### config.mk
export PLATFORM = sky130hd
export DESIGN_NAME = serial_add_sequencer
export DESIGN_NICKNAME = d
export VERILOG_FILES = /design/src/rtl/serial_add_sequencer.sv
export SDC_FILE = /design/constraint.sdc
export NUM_CORES = 1
export LEC_CHECK = 0
export ABC_AREA = 1
export CAP_MARGIN = 10
export CORE_MARGIN = 10
export CORE_UTILIZATION = 53
export DETAILED_ROUTE_END_ITERATION = 8
export HOLD_SLACK_MARGIN = 0.15
export PLACE_DENSITY = 0.94
export SYNTH_ARGS = -nofsm -noshare
export SYNTH_HDL_FRONTEND = slang
export SYNTH_SLANG_ARGS = --single-unit
export TNS_END_PERCENT = 30
### constraint.sdc
create_clock -name clk -period 2.9 [get_ports clk]
set_input_delay 0.29 -clock clk [delete_from_list [all_inputs] [get_ports clk]]
set_output_delay 0.29 -clock clk [all_outputs]
set_load 0.05 [all_outputs]
### src/rtl/serial_add_sequencer.sv
// Bit-serial adder controller: one external pipelined 1-bit full adder computes a
// WIDTH-bit sum, LSB first, with each returned carry fed back as the next carry-in.
module serial_add_sequencer #(
  parameter int unsigned WIDTH      = 8,
  parameter int unsigned FA_LATENCY = 3
) (
  input  logic             clk,
  input  logic             rst,
  input  logic             in_valid,
  output logic             in_ready,
  input  logic [WIDTH-1:0] in_a,
  input  logic [WIDTH-1:0] in_b,
  input  logic             in_cin,
  output logic             out_valid,
  input  logic             out_ready,
  output logic [WIDTH-1:0] out_sum,
  output logic             out_cout,
  output logic             busy,
  output logic             fa_a,
  output logic             fa_b,
  output logic             fa_cin,
  input  logic             fa_sum,
  input  logic             fa_cout
);

  localparam int unsigned IdxW = $clog2(WIDTH);
  localparam int unsigned CntW = $clog2(FA_LATENCY + 1);

  typedef enum logic [1:0] {StIdle, StIssue, StWait, StDone} state_e;

  state_e            state_q, state_d;
  logic [WIDTH-1:0]  a_q, a_d;
  logic [WIDTH-1:0]  b_q, b_d;
  logic [WIDTH-1:0]  sum_q, sum_d;
  logic              carry_q, carry_d;
  logic [IdxW-1:0]   bit_q, bit_d;
  logic [CntW-1:0]   cnt_q, cnt_d;
  logic              fa_a_q, fa_a_d;
  logic              fa_b_q, fa_b_d;
  logic              fa_cin_q, fa_cin_d;

  logic last_bit;
  logic sample;

  assign last_bit = (bit_q == IdxW'(WIDTH - 1));
  assign sample   = (state_q == StWait) && (cnt_q == CntW'(1));

  always_ff @(posedge clk) begin
    if (rst) begin
      state_q  <= StIdle;
      a_q      <= '0;
      b_q      <= '0;
      sum_q    <= '0;
      carry_q  <= 1'b0;
      bit_q    <= '0;
      cnt_q    <= '0;
      fa_a_q   <= 1'b0;
      fa_b_q   <= 1'b0;
      fa_cin_q <= 1'b0;
    end else begin
      state_q  <= state_d;
      a_q      <= a_d;
      b_q      <= b_d;
      sum_q    <= sum_d;
      carry_q  <= carry_d;
      bit_q    <= bit_d;
      cnt_q    <= cnt_d;
      fa_a_q   <= fa_a_d;
      fa_b_q   <= fa_b_d;
      fa_cin_q <= fa_cin_d;
    end
  end

  always_comb begin
    state_d = state_q;
    unique case (state_q)
      StIdle:  if (in_valid) state_d = StIssue;
      StIssue: state_d = StWait;
      StWait:  if (sample) state_d = last_bit ? StDone : StIssue;
      StDone:  if (out_ready) state_d = StIdle;
      default: state_d = StIdle;
    endcase
  end

  // The fa_* pulse is registered, so it is prepared on the edge that enters StIssue.
  always_comb begin
    a_d      = a_q;
    b_d      = b_q;
    sum_d    = sum_q;
    carry_d  = carry_q;
    bit_d    = bit_q;
    cnt_d    = cnt_q;
    fa_a_d   = 1'b0;
    fa_b_d   = 1'b0;
    fa_cin_d = 1'b0;
    unique case (state_q)
      StIdle: begin
        if (in_valid) begin
          a_d      = in_a;
          b_d      = in_b;
          carry_d  = in_cin;
          bit_d    = '0;
          fa_a_d   = in_a[0];
          fa_b_d   = in_b[0];
          fa_cin_d = in_cin;
        end
      end
      StIssue: begin
        cnt_d = CntW'(FA_LATENCY);
        a_d   = a_q >> 1;
        b_d   = b_q >> 1;
      end
      StWait: begin
        cnt_d = cnt_q - CntW'(1);
        if (sample) begin
          // Sum bits enter at the MSB; after WIDTH samples bit 0 holds the first.
          sum_d   = {fa_sum, sum_q[WIDTH-1:1]};
          carry_d = fa_cout;
          if (!last_bit) begin
            bit_d    = bit_q + IdxW'(1);
            fa_a_d   = a_q[0];
            fa_b_d   = b_q[0];
            fa_cin_d = fa_cout;
          end
        end
      end
      default: ;
    endcase
  end

  always_comb begin
    in_ready  = (state_q == StIdle);
    busy      = (state_q != StIdle);
    out_valid = (state_q == StDone);
    out_sum   = sum_q;
    out_cout  = carry_q;
    fa_a      = fa_a_q;
    fa_b      = fa_b_q;
    fa_cin    = fa_cin_q;
  end

endmodule

# Word level (Yosys, flattened, before mapping)
# Index checks and enable logic that the tools add are counted.
# word_totals
regBits	35
latchBits	0
ramBits	0
romBits	0
inputBits	23
output_inout_bits	15
wordCells	61
mem_count	0
# op_classes
add_sub_neg	2
n_mul	0
n_div	0
n_lt_le_gt_ge	0
n_eq_ne	9
shift	0
n_mux	29
n_bitwise	0
reduce_logical	11
# ops
operator	n
$pmux W8 S2	2
$mux W8	2
$mux W1	11
$mux W3	3
$mux W2	4
$pmux W1 S2	4
$pmux W2 S4	1
$reduce_bool A2 Y1	4
$ne A2 B2 Y1 const B	3
$pmux W3 S2	1
$reduce_and A3 Y1	2
$eq A2 B1 Y1 const B	2
$eq A2 B2 Y1 const B	2
$pmux W2 S2	1
$reduce_and A2 Y1	2
$reduce_and A4 Y1	1
$add A3 B1 Y3 const B	1
$eq A3 B3 Y1 const B	1
$logic_not A2 Y1	1
$ne A2 B1 Y1 const B	1
$sub A2 B1 Y2 const B	1
$logic_and A1 B1 Y1	1

# Logic depth before layout (Yosys ltp)
# depth
depth_word	4
mapped_depth	10
depth_no_buf	10

# Least setup slack after synthesis
# OpenSTA, ideal clock, no wires.
# synth_path
kind	register -> register
from	register state_q[1]
to	register carry_q, in the netlist out_cout
setup_time_ps	113
t_arrival_ps	1781
t_required_ps	2787
path_slack_ps	1006
path_stages_with_launch	8
n_path_buf	0
period_less_slack_ps	1894
cell_sequence	dfxtp_1 > inv_1 > ha_1 > inv_1 > nand2_1 > nand2_1 > nor2_1 > nor2_1
# synth_via
elab_cells_between_ends	8
classes_between	eq/ne: 3; mux: 1; reduce/logical: 4
# synth_lines
item	line	text
start, declared	31	state_e state_q, state_d;
start signal, assigned	50	state_q <= StIdle;
start signal, assigned	61	state_q <= state_d;
$logic_not A2 Y1 *	n/a	
named net in_ready	10	output logic in_ready,
$ne A2 B2 Y1 (no source line) / $reduce_bool A2 Y1 (equally long branches)	n/a	
$reduce_and A3 Y1 (no source line)	n/a	
end signal, assigned	65	carry_q <= carry_d;
end, declared	35	logic carry_q, carry_d;
# Mark *: on every way through the listed nets, which the timed path passes. The rest lies on a longest branch.
# A chain may end at the register's enable or synchronous reset.

# Worst setup path after layout
# layout_path
from	register state_q[0]
to	output port busy
# layout_via
elab_chain_len	1
# layout_rtl
item	line	text
$reduce_bool A2 Y1	133	busy = (state_q != StIdle);
end, declared	18	output logic busy,
# Every way passes these cells.

==> flow_summary.ini <==
[synth]
yosysSeqAreaShare_pct = 43.1
synth_fa_ha_area_share_pct = 5.39
syn_avg_cell_area_sq_um = 6.72
synthCells = 242
ys_seq_elements = 35
synth_top_family_by_area = simple AND/OR/NAND/NOR gates
ys_warn_count = 0
synthMuxAreaShare_pct = 0
yosys.area.top_type = dfxtp_1
synth_top_area_share_pct = 43.1
synthSimpleGateAreaFrac_pct = 32.0
synth.distinct_cells = 16
synth_area_sq_um = 1630
synthTopCellsByArea = dfxtp_1 (43%), nand2_1 (17%), nor2_1 (13%)
synthXorXnorAreaFrac_pct = 0
synth_compound_area_share_pct = 11.9
synthesis.nets = 272

[floorplanning]
dieArea_sq_um = 5680
die-width_um = 75.4
initial_core_util_pct = 54.1
dieHeight_um = 75.4
rows = 20
core_area_sq_um = 3000
io_pins = 38

[layout]
num_antenna_cells = 0
regArea_sq_um = 701
fill_cells = 261
final_cell_mix = nand2_1 (73), nor2_1 (55), clkdlybuf4s50_1 (37)
multi_input_area_sq_um = 801
drive_gt1_share_pct = 3.94
area_delta_synth_final_pct = 26.8
layout_commonest_cell = nand2_1
layout.nets = 308

[timing]
rsz0062_at_grt = false
period_needed_ns = 2.35
setup_violations = 0
hold_slack_ns = 0.471
final_max_slew_viol_count = 0
min_period_over_period_pct = 81.1
tns_ns = 0
slew_headroom_pct = 46.1
finClkSkew_ns = 0.00867
worst_pin_slew_ns = 0.808
hold_viol_final = 0
fmax_ghz = 0.425

[worst_setup_path]
crit_top_cell = inv_1
crit_chain = inv_1, ha_1, inv_1, clkdlybuf4s50_1
reg2reg_depth = 8
critPathKind = flip-flop to output pin
critPathSlowestCell = clkdlybuf4s50_1
required_ns = 2.61
crit_path_max_fanout = 6
worst-path-buf-inv = 3
worstReg2RegEnd = a_q[6]
arrival_ns = 2.06
cp-start-kind = flip-flop
slowest_delay_ns = 0.80
cp-end-kind = output pin
cpLargestDelayFamily = buffers and inverters
rr_startpoint = state_q[1]
r2r_slack_ns = 0.97

[route]
vias = 1569
routed_wl_mm = 3.74
wl_per_cell_um = 12.0
viasPerCell = 5.03
first_pass_iters = 4
antenna_left = 0
drc_errors = 0
drt_first_iter_violations = 87

[clock_tree]
cts.htree.levels = 2
cts.sinks = 35
cts_tree = done
clk_pin_slew_ns = 0.11
post_cts_buffers = 0
cts_resized = 0
cts_root_buf = clkbuf_4
clock_latency_ns = 0.35
cts_buffers = 5
cts_buffer_depth = 2
postCtsHoldBufs = 0

[power]
p_per_area_nw_per_um2 = 978
p_leak_nw = 0.965
peakVddDrop_v = 0.000392

[placement]
gp_congestion = 0.921
io_buffers = 37
hpwl_mm = 2.71

[worst_hold_path]
hold_path_class = flip-flop to flip-flop
hold-path-endpoint = a_q[7]
hp-start = a_q[7]
hold-path-cell-count = 2

[global_route]
grt_first_pass_wirelength_mm = 6.04
grt_max_degree = 32
grt_pass1_vias = 1467
grtUsageTotal_pct = 13.6
grt-ovfl-total = 0
antenna_found_initial = 0

[outcome]
status = complete, no violations

[job]
drv_cap = 0
-- metal layers --
layer	share of wire, %	global-route usage [%]
met1	44	14.5
met2	47	23.0
met3	7.2	4.56
met4	2.2	7.84
met5	0	0
-- kinds of logic after synthesis --
kind of cell | Yosys count
fa+ha+maj | 7
flops | 35
compound gates | 36
simple gates | 136
buf+inv | 28
-- worst register-to-register path, stage by stage, from the launching register on --
cell     delay, ns
dfxtp_1       0.37
inv_1         0.11
ha_1          0.15
buf_4         0.20
inv_2         0.18
o21ai_4       0.40
inv_2         0.23
nor2_1        0.15
nor2_1        0.06
-- worst max path at each step --
stage                     startpoint       end  slack, ns  cells past startpoint
after floorplan           state_q[1]  out_cout       1.01                      7
after global placement    state_q[0]      busy       1.00                      4
after detailed placement  state_q[0]      busy       0.94                      4
after CTS                 state_q[0]      busy       0.55                      4
after global routing      state_q[0]      busy       0.46                      4
final                     state_q[0]      busy       0.55                      4
-- power breakdown --
part           switching [W]  internal, W  leakage [nW]  total (W)
combinational       0.000668     0.000327         0.639   0.000995
sequential         0.0000818     0.000632         0.288   0.000714
clock               0.000165     0.000143        0.0386   0.000307
total               0.000915      0.00110         0.965    0.00202
-- cell usage after synthesis --
library cell  count
nor2_1           55
o21ai_0          21
a31oi_1           1
nand2_1          73
buf_4             2
buf_6             1
ha_1              7
inv_2             2
buf_2             3
clkbuf_1          3
dfxtp_1          35
o21ai_4           1
nand3_1           8
o21ai_1           6
a21oi_1           7
inv_1            17
-- stage by stage --
stage	std cells	utilization, %	setup slack [ns]	area (sq um)	total power, W
after floorplan	242	-	1.01	1630	0.00148
after global placement	304	66.3	1.00	1990	0.00168
after detailed placement	304	66.3	0.942	1990	0.00172
after CTS	312	68.6	0.547	2060	0.00202
after global routing	312	68.6	0.455	2060	0.00217
final	312	68.6	0.548	2060	0.00202
-- final cells by class --
type,count,area share [%]
inverters,19,3.46
clock buffers,8,3.34
well taps,33,2.00
multi-input cells,179,38.9
flip-flops and latches,35,34.0
repair buffers,38,18.3
-- flip-flops by register name (all words and copies together) (netlist names) --
signal,flops
fa_cin,1
bit_q,3
cnt_q,2
b_q,8
a_q,8
state_q,2
fa_a,1
fa_b,1
out_sum,8
out_cout,1
No activity file was read; power rests on OpenSTA's default activity.
==> RTL edit 1: new RTL, same settings <==
`a_q`, `b_q` and `sum_q` no longer have a reset.
--- a/src/rtl/serial_add_sequencer.sv
+++ b/src/rtl/serial_add_sequencer.sv
@@ -48,9 +48,6 @@
   always_ff @(posedge clk) begin
     if (rst) begin
       state_q  <= StIdle;
-      a_q      <= '0;
-      b_q      <= '0;
-      sum_q    <= '0;
       carry_q  <= 1'b0;
       bit_q    <= '0;
       cnt_q    <= '0;
@@ -59,9 +56,6 @@
       fa_cin_q <= 1'b0;
     end else begin
       state_q  <= state_d;
-      a_q      <= a_d;
-      b_q      <= b_d;
-      sum_q    <= sum_d;
       carry_q  <= carry_d;
       bit_q    <= bit_d;
       cnt_q    <= cnt_d;
@@ -69,6 +63,12 @@
       fa_b_q   <= fa_b_d;
       fa_cin_q <= fa_cin_d;
     end
+  end
+
+  always_ff @(posedge clk) begin
+    a_q   <= a_d;
+    b_q   <= b_d;
+    sum_q <= sum_d;
   end
 
   always_comb begin
Behaviour: differs if rst is asserted again (counterexample within 10 cycles, from zero or initial values and one cycle with rst high); with rst held inactive, the same outputs for 10 cycles.
==> RTL edit 1 against the unedited design <==
  * Wire length is 17% lower
  * Synthesized area is 2.1% lower
  * Sequential cell count unchanged
  * Final area is 1.5% lower
  * Worst setup slack worse by 0.014 ns
  * Via count fell by 24%
  * Clock skew about the same
  * Total power rose by 0.37%
  * Critical path type is now flip-flop to flip-flop
==> RTL edit 1: results <==
export IMPL_status="complete, no violations"
export IMPL_grt_util_all_layers_pct=11.3
export IMPL_antenna_found_initial=0
export IMPL_postSynth_asyncResetShare_pct=0
export IMPL_synth_commonest_cells="69 x nand2_1, 24 x edfxtp_1, 17 x inv_1"
export IMPL_gp_congestion=0.781
export IMPL_worstRegToRegCells=5
export IMPL_diodes=0
export IMPL_arrival_ns=2.40
export IMPL_totalWireLength_mm=3.10
export IMPL_grt_pass1_vias=1074
export IMPL_cap_violations=0
export IMPL_avgViaCountPerCell=4.87
export IMPL_fill_cells=199
export IMPL_worstHoldPathType="flip-flop to flip-flop"
export IMPL_ys_flop_type="edfxtp_1"
export IMPL_grt_pass1_wl_mm=4.80
export IMPL_place_area_um2=1980
export IMPL_hold_depth=0
export IMPL_ys_top_cells_by_area="edfxtp_1 45%, nand2_1 16%, dfxtp_1 14%"
export IMPL_dp_hpwl_mm=2.48
export IMPL_crit_fanout=17
export IMPL_ys_warn_count=0
export IMPL_synth_cells=171
export IMPL_first_pass_iters=4
export IMPL_ir_drop_mv=0.568
export IMPL_drive_above_1_share_pct=8.45
export IMPL_portBuffers=37
export IMPL_clockRootBuffer="clkbuf_4"
export IMPL_yosysUniqueCellTypes=18
export IMPL_syn_nets=201
export IMPL_ctsResizeCount=0
export IMPL_synth_edff_count=24
export IMPL_wire_per_inst_um=12.7
export IMPL_p_leak_nw=0.918
export IMPL_worst_pin_slew_ns=0.527
export IMPL_grt_start_max_net_pins=18
export IMPL_cts_buffers=5
export IMPL_layout_nets=242
export IMPL_cts_setup_buffers=0
export IMPL_yosysSeqAreaShare_pct=59.1
export IMPL_dr_first_iter_drc_count=99
export IMPL_htreeDepth=2
export IMPL_path_clk_slew_ns=0.09
export IMPL_worstSkewPairLatency_ns=0.33
export IMPL_clk_path_buf_depth=2
export IMPL_finalClockSkew_ns=0.00909
==> RTL edit 1: cell families after synthesis <==
family	after synthesis	share of synthesized area, %
compound gates	9	2.91
simple gates	97	25.9
flops	35	59.1
buf+inv	23	6.60
fa+ha+maj	7	5.50
==> RTL edit 1: path summary, 6_finish.rpt <==
path | from | endpoint | slack [ns]
worst max-delay path | state_q[1]$_SDFFE_PP0P_ | a_q[7]$_SDFFCE_PP0P_ | 0.53
worst min-delay path | out_sum[6]$_DFFE_PP_ | out_sum[5]$_DFFE_PP_ | 0.45
worst max register to register | state_q[1]$_SDFFE_PP0P_ | a_q[7]$_SDFFCE_PP0P_ | 0.53
worst min register to register | out_sum[6]$_DFFE_PP_ | out_sum[5]$_DFFE_PP_ | 0.45
==> RTL edit 1: routing by layer <==
metal | part of all wire (%) | vias to the layer above | global-route usage [%]
met5 | 0 | - | 0
met4 | 1.5 | 0 | 5.04
met3 | 8.8 | 6 | 4.47
met2 | 48 | 38 | 18.3
met1 | 42 | 525 | 12.9
li1 | - | 619 | -
==> RTL edit 1: per-stage QoR <==
step | setup WS, ns | hold WS, ns | util, %
6_report | 0.534 | 0.451 | 72.3
5_1_grt | 0.241 | 0.475 | 72.3
4_1_cts | 0.528 | 0.457 | 72.3
3_5_place_dp | 0.546 | 0.436 | 70.6
3_3_place_gp | 0.593 | 0.429 | 70.6
2_1_floorplan | 0.359 | 0.359 | -
==> RTL edit 1: critical path, cell delays in order, from the launching register on <==
cell and delay [ns]:
dfxtp_1 0.34, inv_1 0.12, ha_1 0.50, inv_1 0.34, o21ai_1 0.49, buf_4 0.29
==> RTL edit 1: area by class of cell <==
type / count / area [µm²] / share of cell area [%]
Multi-Input combinational cell: 113 / 546 / 26.9
Timing Repair Buffer: 38 / 378 / 18.6
Inverter: 19 / 76.3 / 3.76
Clock inverter: 1 / 5.00 / 0.247
Tap cell: 31 / 38.8 / 1.91
Sequential cell: 35 / 941 / 46.4
Clock buffer: 7 / 45.0 / 2.22
==> RTL edit 1: power breakdown <==
part           internal (mW)  switching [mW]  total [mW]
Combinational          0.310           0.635       0.945
Clock                 0.0944           0.148       0.243
Sequential             0.768          0.0672       0.836
==> RTL edit 2: new RTL, same settings <==
Without the edit above. The parameter `FA_LATENCY` goes from 3 to 6.
--- a/src/rtl/serial_add_sequencer.sv
+++ b/src/rtl/serial_add_sequencer.sv
@@ -2,7 +2,7 @@
 // WIDTH-bit sum, LSB first, with each returned carry fed back as the next carry-in.
 module serial_add_sequencer #(
   parameter int unsigned WIDTH      = 8,
-  parameter int unsigned FA_LATENCY = 3
+  parameter int unsigned FA_LATENCY = 6
 ) (
   input  logic             clk,
   input  logic             rst,
Behaviour: not the same (Yosys sat finds a counterexample within 10 cycles, from zero or initial values and one cycle with rst high).
==> RTL edit 2 against the unedited design <==
  * Fmax hardly changed
  * Via count is 4.4% higher
  * Clock power is 20% lower
  * Final area is 4.8% higher
  * Cell count is 7.7% higher
  * Total power is 0.60% higher
  * Global-route usage is 0.42 points lower
  * Non-clock buffer count is 2 higher
  * Wire length is 3.6% higher
  * Synthesized area is 6.3% higher
  * Synthesized cell count is 5.4% higher
  * Worst setup slack better by 0.00090 ns
  * Sequential cell count is 1 higher
  * Core utilization is 1.5 points higher
  * Critical path type unchanged
  * Highest routed layer unchanged
==> RTL edit 2: results <==
export IMPL_gp_congestion=0.885
export IMPL_grt_pass1_wl_mm=6.61
export IMPL_yosysSeqAreaShare_pct=41.7
export IMPL_min_delay_start="a_q[7]$_SDFFE_PP0P_"
export IMPL_hold_depth=2
export IMPL_synth_avg_cell_area_um2=6.78
export IMPL_grt_util_all_layers_pct=13.2
export IMPL_initial_core_util_pct=56.1
export IMPL_drive_above_1_share_pct=4.11
export IMPL_rrSetupSlack_ns=0.93
export IMPL_ys_flop_type="dfxtp_1"
export IMPL_grt_start_max_net_pins=20
export IMPL_r2r_end="b_q[3]$_SDFFE_PP0P_"
export IMPL_arrival_ns=2.06
export IMPL_htreeDepth=2
export IMPL_worst_pin_slew_ns=0.515
export IMPL_ys_top_cells_by_area="dfxtp_1 42%, nand2_1 16%, nor2_1 12%"
export IMPL_syn_nets=287
export IMPL_final_cells=336
export IMPL_antenna_found_initial=0
export IMPL_totalWireLength_mm=3.88
export IMPL_finalClockSkew_ns=0.0133
export IMPL_dpl_cell_count=329
export IMPL_status="complete, no violations"
export IMPL_intPower_mw=1.09
export IMPL_p_leak_nw=1.04
export IMPL_layout_nets=324
export IMPL_yosysUniqueCellTypes=19
export IMPL_grt_pass1_vias=1543
export IMPL_dr_first_iter_drc_count=90
export IMPL_ys_warn_count=0
export IMPL_synth_commonest_cells="75 x nand2_1, 56 x nor2_1, 36 x dfxtp_1"
export IMPL_dp_hpwl_mm=2.82
export IMPL_ir_drop_mv=0.555
export IMPL_vias=1638
export IMPL_diodes=0
export IMPL_synth_top_area_share_pct=41.7
export IMPL_ctsResizeCount=0
export IMPL_reg2reg_from="state_q[1]$_SDFFE_PP0P_"
-- RTL edit 2: metrics by stage --
| step | utilization [%] | instance area, µm² | total power, mW | worst slack [ns] | hold WS, ns |
|---|---|---|---|---|---|
| global placement | 68.7 | 2110 | 1.75 | 0.986 | 0.452 |
| floorplan | - | 1730 | 1.55 | 0.974 | 0.425 |
| CTS | 70.2 | 2160 | 2.03 | 0.542 | 0.475 |
| global route | 70.2 | 2160 | 2.21 | 0.456 | 0.501 |
| finish | 70.2 | 2160 | 2.03 | 0.549 | 0.474 |
| detailed placement | 68.7 | 2110 | 1.78 | 0.926 | 0.459 |
-- RTL edit 2: how the worst max path moves through the flow --
stage                                  startpoint               endpoint  slack (ns)
after global routing      state_q[1]$_SDFFE_PP0P_                   busy        0.46
after floorplan           state_q[0]$_SDFFE_PP0P_  out_cout$_SDFFE_PP0P_        0.97
final                     state_q[1]$_SDFFE_PP0P_                   busy        0.55
after global placement    state_q[1]$_SDFFE_PP0P_                   busy        0.99
after CTS                 state_q[1]$_SDFFE_PP0P_                   busy        0.54
after detailed placement  state_q[1]$_SDFFE_PP0P_                   busy        0.93
-- RTL edit 2: kinds of logic (layout without fill, tap and decap cells) --
logic type               count (synthesis)  in the layout  share of synthesized area (%)
flip-flops                              36             36                           41.7
AO/OA/AOI/OAI                           34             34                           10.7
buffers and inverters                   32             69                           8.40
AND/OR/NAND/NOR                        143            143                           32.2
adder cells (fa/ha/maj)                  9              9                           6.52
XOR/XNOR                                 1              1                          0.507
-- RTL edit 2: power by group through the flow --
stage,combinational [mW],clock [mW],sequential (mW)
after CTS,1.05,0.250,0.727
after global routing,1.19,0.278,0.747
after detailed placement,1.05,0,0.739
after floorplan,0.787,0,0.768
after global placement,1.02,0,0.731
final,1.05,0.245,0.729
-- RTL edit 2: per-layer routing --
layer	global-route usage (%)	wire length, µm	part of all wire, %
met3	5.71	267	6.9
met1	14.4	1790	46
met5	0	0	0
met2	21.8	1790	46
met4	5.47	34	0.88
-- RTL edit 2: area by class of cell --
class	instances	area (µm²)
Inverter	22	82.6
Sequential cell	36	721
Timing Repair Buffer	40	393
Multi-Input combinational cell	187	862
Tap cell	44	55.1
Clock buffer	6	41.3
Clock inverter	1	5.00
Fill cell	270	918
-- RTL edit 2: worst max-delay path, stage by stage, from the launching register on --
cell and delay, ns:
dfxtp_1 0.41, inv_1 0.11, ha_1 0.28, inv_1 0.11, clkdlybuf4s50_1 0.81
